--- src/rtl/spi_tx_byte_queue.sv ---
// rtl/spi_tx_byte_queue.sv - byte FIFO with dispatch FSM feeding an SPI master start/data/done handshake
module spi_tx_byte_queue #(
    parameter int DEPTH      = 8,
    parameter int DATA_W     = 8,
    parameter int GAP_CYCLES = 2
) (
    input  logic                       clk,
    input  logic                       rst,
    input  logic                       wr_en,
    input  logic [DATA_W-1:0]          wr_data,
    output logic                       full,
    output logic                       empty,
    output logic [$clog2(DEPTH+1)-1:0] count,
    output logic                       overflow,
    input  logic                       clr_ovf,
    output logic                       spi_start,
    output logic [DATA_W-1:0]          spi_data,
    input  logic                       spi_done,
    output logic                       busy,
    output logic [15:0]                bytes_sent
);

    localparam int AW = $clog2(DEPTH);
    localparam int CW = $clog2(DEPTH + 1);
    localparam int GW = (GAP_CYCLES > 1) ? $clog2(GAP_CYCLES) : 1;

    localparam logic [AW-1:0] PTR_LAST = AW'(DEPTH - 1);
    localparam logic [CW-1:0] CNT_FULL = CW'(DEPTH);
    localparam logic [GW-1:0] GAP_LOAD = (GAP_CYCLES > 0) ? GW'(GAP_CYCLES - 1) : '0;

    typedef enum logic [1:0] {
        IDLE  = 2'd0,
        START = 2'd1,
        WAIT  = 2'd2,
        GAP   = 2'd3
    } state_t;

    logic [DATA_W-1:0] mem [DEPTH];
    logic [AW-1:0]     wr_ptr;
    logic [AW-1:0]     rd_ptr;
    logic [CW-1:0]     count_nxt;
    logic              push;
    logic              pop;

    state_t            state;
    state_t            state_nxt;
    logic              start_nxt;
    logic [DATA_W-1:0] data_nxt;
    logic [GW-1:0]     gap_cnt;
    logic [GW-1:0]     gap_nxt;
    logic [15:0]       sent_nxt;

    // A push is refused whenever the registered full flag is set, even if a pop happens too
    assign push = wr_en & ~full;
    assign busy = (state != IDLE);

    // Storage array; no reset needed since occupancy tracking guards every read
    always_ff @(posedge clk) begin
        if (push) begin
            mem[wr_ptr] <= wr_data;
        end
    end

    // Next occupancy from the push/pop pair
    always_comb begin
        count_nxt = count;
        case ({push, pop})
            2'b10:   count_nxt = count + CW'(1);
            2'b01:   count_nxt = count - CW'(1);
            default: count_nxt = count;
        endcase
    end

    // Pointers and registered occupancy flags
    always_ff @(posedge clk or posedge rst) begin
        if (rst) begin
            wr_ptr <= '0;
            rd_ptr <= '0;
            count  <= '0;
            full   <= 1'b0;
            empty  <= 1'b1;
        end else begin
            if (push) begin
                wr_ptr <= (wr_ptr == PTR_LAST) ? '0 : wr_ptr + AW'(1);
            end
            if (pop) begin
                rd_ptr <= (rd_ptr == PTR_LAST) ? '0 : rd_ptr + AW'(1);
            end
            count <= count_nxt;
            full  <= (count_nxt == CNT_FULL);
            empty <= (count_nxt == '0);
        end
    end

    // Sticky overflow; a rejected push beats a simultaneous clear
    always_ff @(posedge clk or posedge rst) begin
        if (rst) begin
            overflow <= 1'b0;
        end else if (wr_en && full) begin
            overflow <= 1'b1;
        end else if (clr_ovf) begin
            overflow <= 1'b0;
        end
    end

    // Dispatch FSM register and its registered outputs
    always_ff @(posedge clk or posedge rst) begin
        if (rst) begin
            state      <= IDLE;
            spi_start  <= 1'b0;
            spi_data   <= '0;
            gap_cnt    <= '0;
            bytes_sent <= '0;
        end else begin
            state      <= state_nxt;
            spi_start  <= start_nxt;
            spi_data   <= data_nxt;
            gap_cnt    <= gap_nxt;
            bytes_sent <= sent_nxt;
        end
    end

    // Dispatch FSM next-state: pop head in IDLE, wait for done, then hold off for the gap
    always_comb begin
        state_nxt = state;
        start_nxt = 1'b0;
        data_nxt  = spi_data;
        gap_nxt   = gap_cnt;
        sent_nxt  = bytes_sent;
        pop       = 1'b0;
        case (state)
            IDLE: begin
                if (!empty) begin
                    data_nxt  = mem[rd_ptr];
                    pop       = 1'b1;
                    start_nxt = 1'b1;
                    state_nxt = START;
                end
            end
            START: begin
                state_nxt = WAIT;
            end
            WAIT: begin
                if (spi_done) begin
                    sent_nxt = bytes_sent + 16'd1;
                    if (GAP_CYCLES == 0) begin
                        state_nxt = IDLE;
                    end else begin
                        gap_nxt   = GAP_LOAD;
                        state_nxt = GAP;
                    end
                end
            end
            GAP: begin
                if (gap_cnt == '0) begin
                    state_nxt = IDLE;
                end else begin
                    gap_nxt = gap_cnt - GW'(1);
                end
            end
            default: state_nxt = IDLE;
        endcase
    end

endmodule
--- config.mk ---
export PLATFORM = sky130hd
export DESIGN_NAME = spi_tx_byte_queue
export DESIGN_NICKNAME = d
export VERILOG_FILES = /design/src/rtl/spi_tx_byte_queue.sv
export SDC_FILE = /design/constraint.sdc
export NUM_CORES = 1
export LEC_CHECK = 0
export CAP_MARGIN = 0
export CORE_AREA = 2 2 92 94
export CTS_CLUSTER_SIZE = 12
export DETAILED_ROUTE_END_ITERATION = 6
export DIE_AREA = 0 0 94 96
export PLACE_DENSITY = 0.88
export SLEW_MARGIN = 25
export SYNTH_ARGS = -nofsm -noshare
export SYNTH_HDL_FRONTEND = slang
export SYNTH_SLANG_ARGS = --single-unit
--- constraint.sdc ---
create_clock -name clk -period 2.85 [get_ports clk]
set_clock_uncertainty 0.15 [all_clocks]
set_input_delay 0.285 -clock clk [delete_from_list [all_inputs] [get_ports clk]]
set_output_delay 0.285 -clock clk [all_outputs]
set_load 0.03 [all_outputs]
# After elaboration in Yosys (flattened, before gate mapping)
# Memory sizes are Yosys's and may differ from the RTL's. A register that Yosys moved wholly into a read port is not among the register bits.
# Cells that the tools add are included.
[totals]
reg_bits = 33
ramBits = 64
input_bits = 13
out_inout_bits = 33
n_memories = 1
[classes]
add_sub_neg = 6
eq_ne = 11
muxes = 16
bitwise_logic = 3
n_reduce_logical = 10
[memory_table]
columns = ["name", "depth", "width", "read_ports", "rd_ports_with_merged_regs", "write_ports", "line", "source"]
rows = [
  ["mem", 8, 8, 1, 1, 1, "38", "logic [DATA_W-1:0] mem [DEPTH];"],
]
[op_table]
columns = ["op", "n"]
rows = [
  ["$add 16x1->16 const B", 1],
  ["$mux 1", 8],
  ["$pmux 2 s4", 1],
  ["$pmux 4 s2", 1],
  ["$add 3x1->3 const B", 2],
  ["$eq 2x2->1 const B", 3],
  ["$eq 3x3->1 const B", 2],
  ["$mux 2", 3],
  ["$mux 3", 2],
  ["$ne 2x2->1 const B", 3],
  ["$reduce_and 2->1", 3],
  ["$reduce_bool 2->1", 3],
  ["$add 4x1->4 const B", 1],
  ["$eq 2x1->1 const B", 2],
  ["$eq 4x4->1 const B", 1],
  ["$logic_not 4->1", 1],
  ["$sub 4x1->4 const B", 1],
  ["$reduce_and 3->1", 1],
  ["$logic_not 2->1", 1],
  ["$not 1->1", 2],
  ["$pmux 1 s2", 1],
  ["$and 1x1->1", 1],
  ["$logic_and 1x1->1", 1],
  ["$sub 1x1->1 const B", 1],
]

# Longest topological paths before layout
[depth]
depth_word = 5
ltp_mapped = 13
ltp_nobuf = 12

# Least setup slack after synthesis
# No wires, ideal clock.
[synth_path]
path_type = "register to register"
start = "register full"
end = "register empty"
setup_ps = 78
t_arrival_ps = 2260
t_required_ps = 2622
setup_slack_ps = 362
stages_incl_launch_ff = 12
path_buffers = 1
path_cell_list = "dfrtp_1 and2b_4 inv_1 clkbuf_1 nand2_1 xnor2_1 ha_1 a21oi_1 a21boi_1 nor3_2 xor2_1 and3b_1"
[synth_via]
elab_chain_len = 5
word_cells_on_any_way = 6
[synth_rtl]
columns = ["element", "line", "source"]
rows = [
  ["from (decl)", "11", "output logic full,"],
  ["from (signal assigned)", "90", "full <= (count_nxt == CNT_FULL);"],
  ["$not 1->1 (*)", "54", "assign push = wr_en & ~full;"],
  ["$and 1x1->1 (*)", "54", ""],
  ["$eq 2x1->1 or $eq 2x2->1 (tied branches)", "67", "case ({push, pop})"],
  ["$pmux 4 s2 (*)", "67", ""],
  ["named net count_nxt[2]", "41", "logic [CW-1:0] count_nxt;"],
  ["$logic_not 4->1 (*)", "91", "empty <= (count_nxt == '0);"],
  ["to (signal assigned)", "91", ""],
  ["to (decl)", "12", "output logic empty,"],
]
# Mark *: on every way through the listed nets, which the timed path passes. The rest lies on a longest branch.
# A chain may end at the register's enable or synchronous reset.

# Worst setup path after layout
[layout_path]
start = "register state[0]"
end = "register empty"
[layout_via]
elab_chain_len = 5
word_cells_on_any_way = 6
[layout_rtl]
columns = ["element", "line", "source"]
rows = [
  ["from (decl)", "45", "state_t state;"],
  ["from (signal assigned)", "115", "state <= state_nxt;"],
  ["$logic_not 2->1 (*)", "131", "case (state)"],
  ["$mux 1 (*)", "131", ""],
  ["named net pop", "43", "logic pop;"],
  ["$eq 2x1->1 or $eq 2x2->1 (tied branches)", "67", ""],
  ["$pmux 4 s2 (*)", "67", ""],
  ["named net count_nxt[2]", "41", ""],
  ["$logic_not 4->1 (*)", "91", ""],
]
# Marks and branches as above.

==> results.md <==
* Status: completed
* Row Count at 33
* Most frequent cells in the layout: edfxtp_1 (64), clkdlybuf4s50_1 (45), dfrtp_1 (40)
* Post-CTS resize count at 0
* Worst hold path class: primary input to asynchronous set/reset pin
* Reg2reg end: empty$_DFF_PP1_
* Io pins at 46
* Initial DRC Count at 255
* Placed Area at 4940 um^2
* Design area at 5130 um^2
* Hold Buf Count CTS at 0
* Ant. Diodes at 0
* Final core utilization at 63.8%
* Nets at 357
* Initial Util at 54.1%
* Cell Area, Synth at 4350 um^2
* Async SR Flop Fraction at 39.0%
* Fill cells at 593
* Max cap viols at 0
* Clock Power Share at 17.0%
* Port Buf Inserts at 45
* Peak VDD IR at 356 uV
* CTS tree: done
* TritonRoute pass-1 iters at 4
* Reg2reg start: state[0]$_DFFE_PP0P_
* Placer Congestion at 0.732
* Post-Route Setup TNS at 0 ns
* Die height at 96 um
* Die width at 94 um
* Yosys synthesis warning count at 0
* Global-route wire length before repair at 12.1 mm
* GR Overflow Total at 0
* Relative slew slack at 47.1%
* CTS Buf Count at 9
* Postcts setup bufs at 0
* Final HPWL DP at 5.21 mm
* Crit path kind: flip-flop to flip-flop
* Synth top area cells: edfxtp_1 (44%), dfrtp_1 (23%), mux4_2 (6.7%)
* Net count after synthesis at 300
* P per Cell Area at 980 nW/um^2
* Crit start category: flip-flop
* Slew Viols, Final at 0
* RSZ-0062 raised after global routing: no
* Synth Flop Type: edfxtp_1
* Static Leak at 1.98 nW
* Largest net degree at the start of global routing at 42
* Data required time of the worst path at 3.00 ns
* H-tree depth at 3
* Worst r2r path cells at 12
* Clock Latency Late Sink at 0.35 ns
* CP Data Arrival Time at 2.66 ns
* Final hold violation count at 0
* Period minus WS final at 2.51 ns
* Vias in the first global route at 2467
* Sw Pwr at 1.83 mW
* Comb pwr share at 38.1%
* Commonest non-fill, non-tap cell in the layout: edfxtp_1
* Worst-Margin Slew at 0.794 ns
* Post-synth EDFFs at 64
* Clk sinks at 105
* Clock Tree Buf Depth at 2
* R2R Setup Slk at 0.34 ns
* Clock root cell: clkbuf_8
* Final setup fails at 0
* Vias at 2458
* WL/cell at 17.2 um
* Synth cell types at 46
* Via density at 5.55
* Die area at 9020 um^2
* Post-route ant nets at 0
* Internal power at 3.20 mW
* # DRC at 0
* Routed WL at 7.64 mm
* Syn avg cell area at 15.8 um^2
* Crit path capture type: flip-flop
* Reg clk slew, reported paths at 0.11 ns
* Critical path peak fanout at 6
* Layout cells sized above 1 at 14.2%
* Synth Register Bits at 105
* Area Growth Syn to Fin at 17.9%
* Post-Syn Instances at 276
* Sw Ratio at 36.4%
* F_max at 0.398 GHz
* Antenna violations before repair at 0
* Core footprint at 8050 um^2
* All-Layer GR Usage at 18.1%
* Final Cycle Share at 88.2%
* Leading area contributor after synthesis: edfxtp_1
* Seq/Total Area, Yosys at 67.7%
* Sequential share of power at 44.8%
* Top cell type's share of synthesized area at 44.1%
==> power groups by stage <==
stage / clock network (mW) / logic, mW / registers [mW]
2_1_floorplan: 0 / 1.16 / 2.44
3_3_place_gp: 0 / 1.84 / 2.25
3_5_place_dp: 0 / 1.93 / 2.29
4_1_cts: 0.879 / 1.94 / 2.26
5_1_grt: 0.937 / 2.07 / 2.29
6_report: 0.857 / 1.92 / 2.25
==> worst max-delay path by stage <==
stage / from / endpoint / slack [ns]
floorplan: full$_DFF_PP0_ / empty$_DFF_PP1_ / 0.36
global placement: wr_en / empty$_DFF_PP1_ / 0.27
detailed placement: wr_en / empty$_DFF_PP1_ / 0.14
CTS: state[0]$_DFFE_PP0P_ / empty$_DFF_PP1_ / 0.33
global route: state[0]$_DFFE_PP0P_ / empty$_DFF_PP1_ / 0.13
finish: state[0]$_DFFE_PP0P_ / empty$_DFF_PP1_ / 0.34
==> through the flow <==
step	hold slack [ns]	power, mW	setup WS, ns	instances
global placement	0.309	4.09	0.273	427
detailed placement	0.327	4.22	0.138	427
finish	0.206	5.03	0.337	443
CTS	0.215	5.07	0.326	443
global route	0.272	5.30	0.127	443
floorplan	0.234	3.60	0.362	276
==> final cells by class <==
| type | instances | area, um^2 | share of cell area (%) |
|---|---|---|---|
| Clock buffer | 9 | 124 | 2.41 |
| Clock inverter | 7 | 65.1 | 1.27 |
| Inverter | 9 | 38.8 | 0.756 |
| Multi-Input combinational cell | 152 | 1290 | 25.2 |
| Sequential cell | 105 | 2950 | 57.4 |
| Tap cell | 105 | 131 | 2.56 |
| Timing Repair Buffer | 56 | 533 | 10.4 |
==> synth_stat cells (all sizes together), types with 4 or more instances <==
master,count
edfxtp,64
dfrtp,40
nand2,30
mux4,16
xnor2,12
ha,11
o21ai,10
nor3,9
inv,8
mux2i,8
nor2,8
buf,7
xor2,6
nand3,5
and3,4
nand2b,4
==> metal layers <==
layer | track usage [%] | vias up | wire, um
met5 | 0 | - | 0
met4 | 7.37 | 0 | 108
met3 | 3.05 | 12 | 359
met2 | 31.2 | 77 | 4000
met1 | 23.1 | 1238 | 3170
li1 | - | 1131 | -
==> registers in the layout (all words and copies together) (netlist names) <==
name        cells
full            1
overflow        1
empty           1
spi_start       1
state           2
count           4
wr_ptr          3
rd_ptr          3
mem            64
bytes_sent     16
spi_data        8
gap_cnt         1
==> worst max-delay path, stage by stage, from the launching register on <==
cell	delay [ns]
dfrtp_1	0.39
inv_1	0.12
ha_1	0.21
nand2b_1	0.20
clkinv_4	0.13
nand2_1	0.07
xnor2_1	0.14
ha_1	0.18
a21oi_1	0.17
a21boi_1	0.21
nor3_2	0.07
xor2_1	0.21
and3b_1	0.21
==> logic make-up (layout without fill, tap and decap cells) <==
family	count (synthesis)	in the layout	synth area share, %
AOI/OAI and AO/OA	20	20	2.79
xor gates and xnor gates	18	18	3.62
adders and majority gates	11	11	3.16
buffers and inverters	19	81	2.59
DFF	105	105	67.7
muxes	27	27	11.1
and+or+nand+nor	76	76	8.97
(Power assumes the default switching activity.)
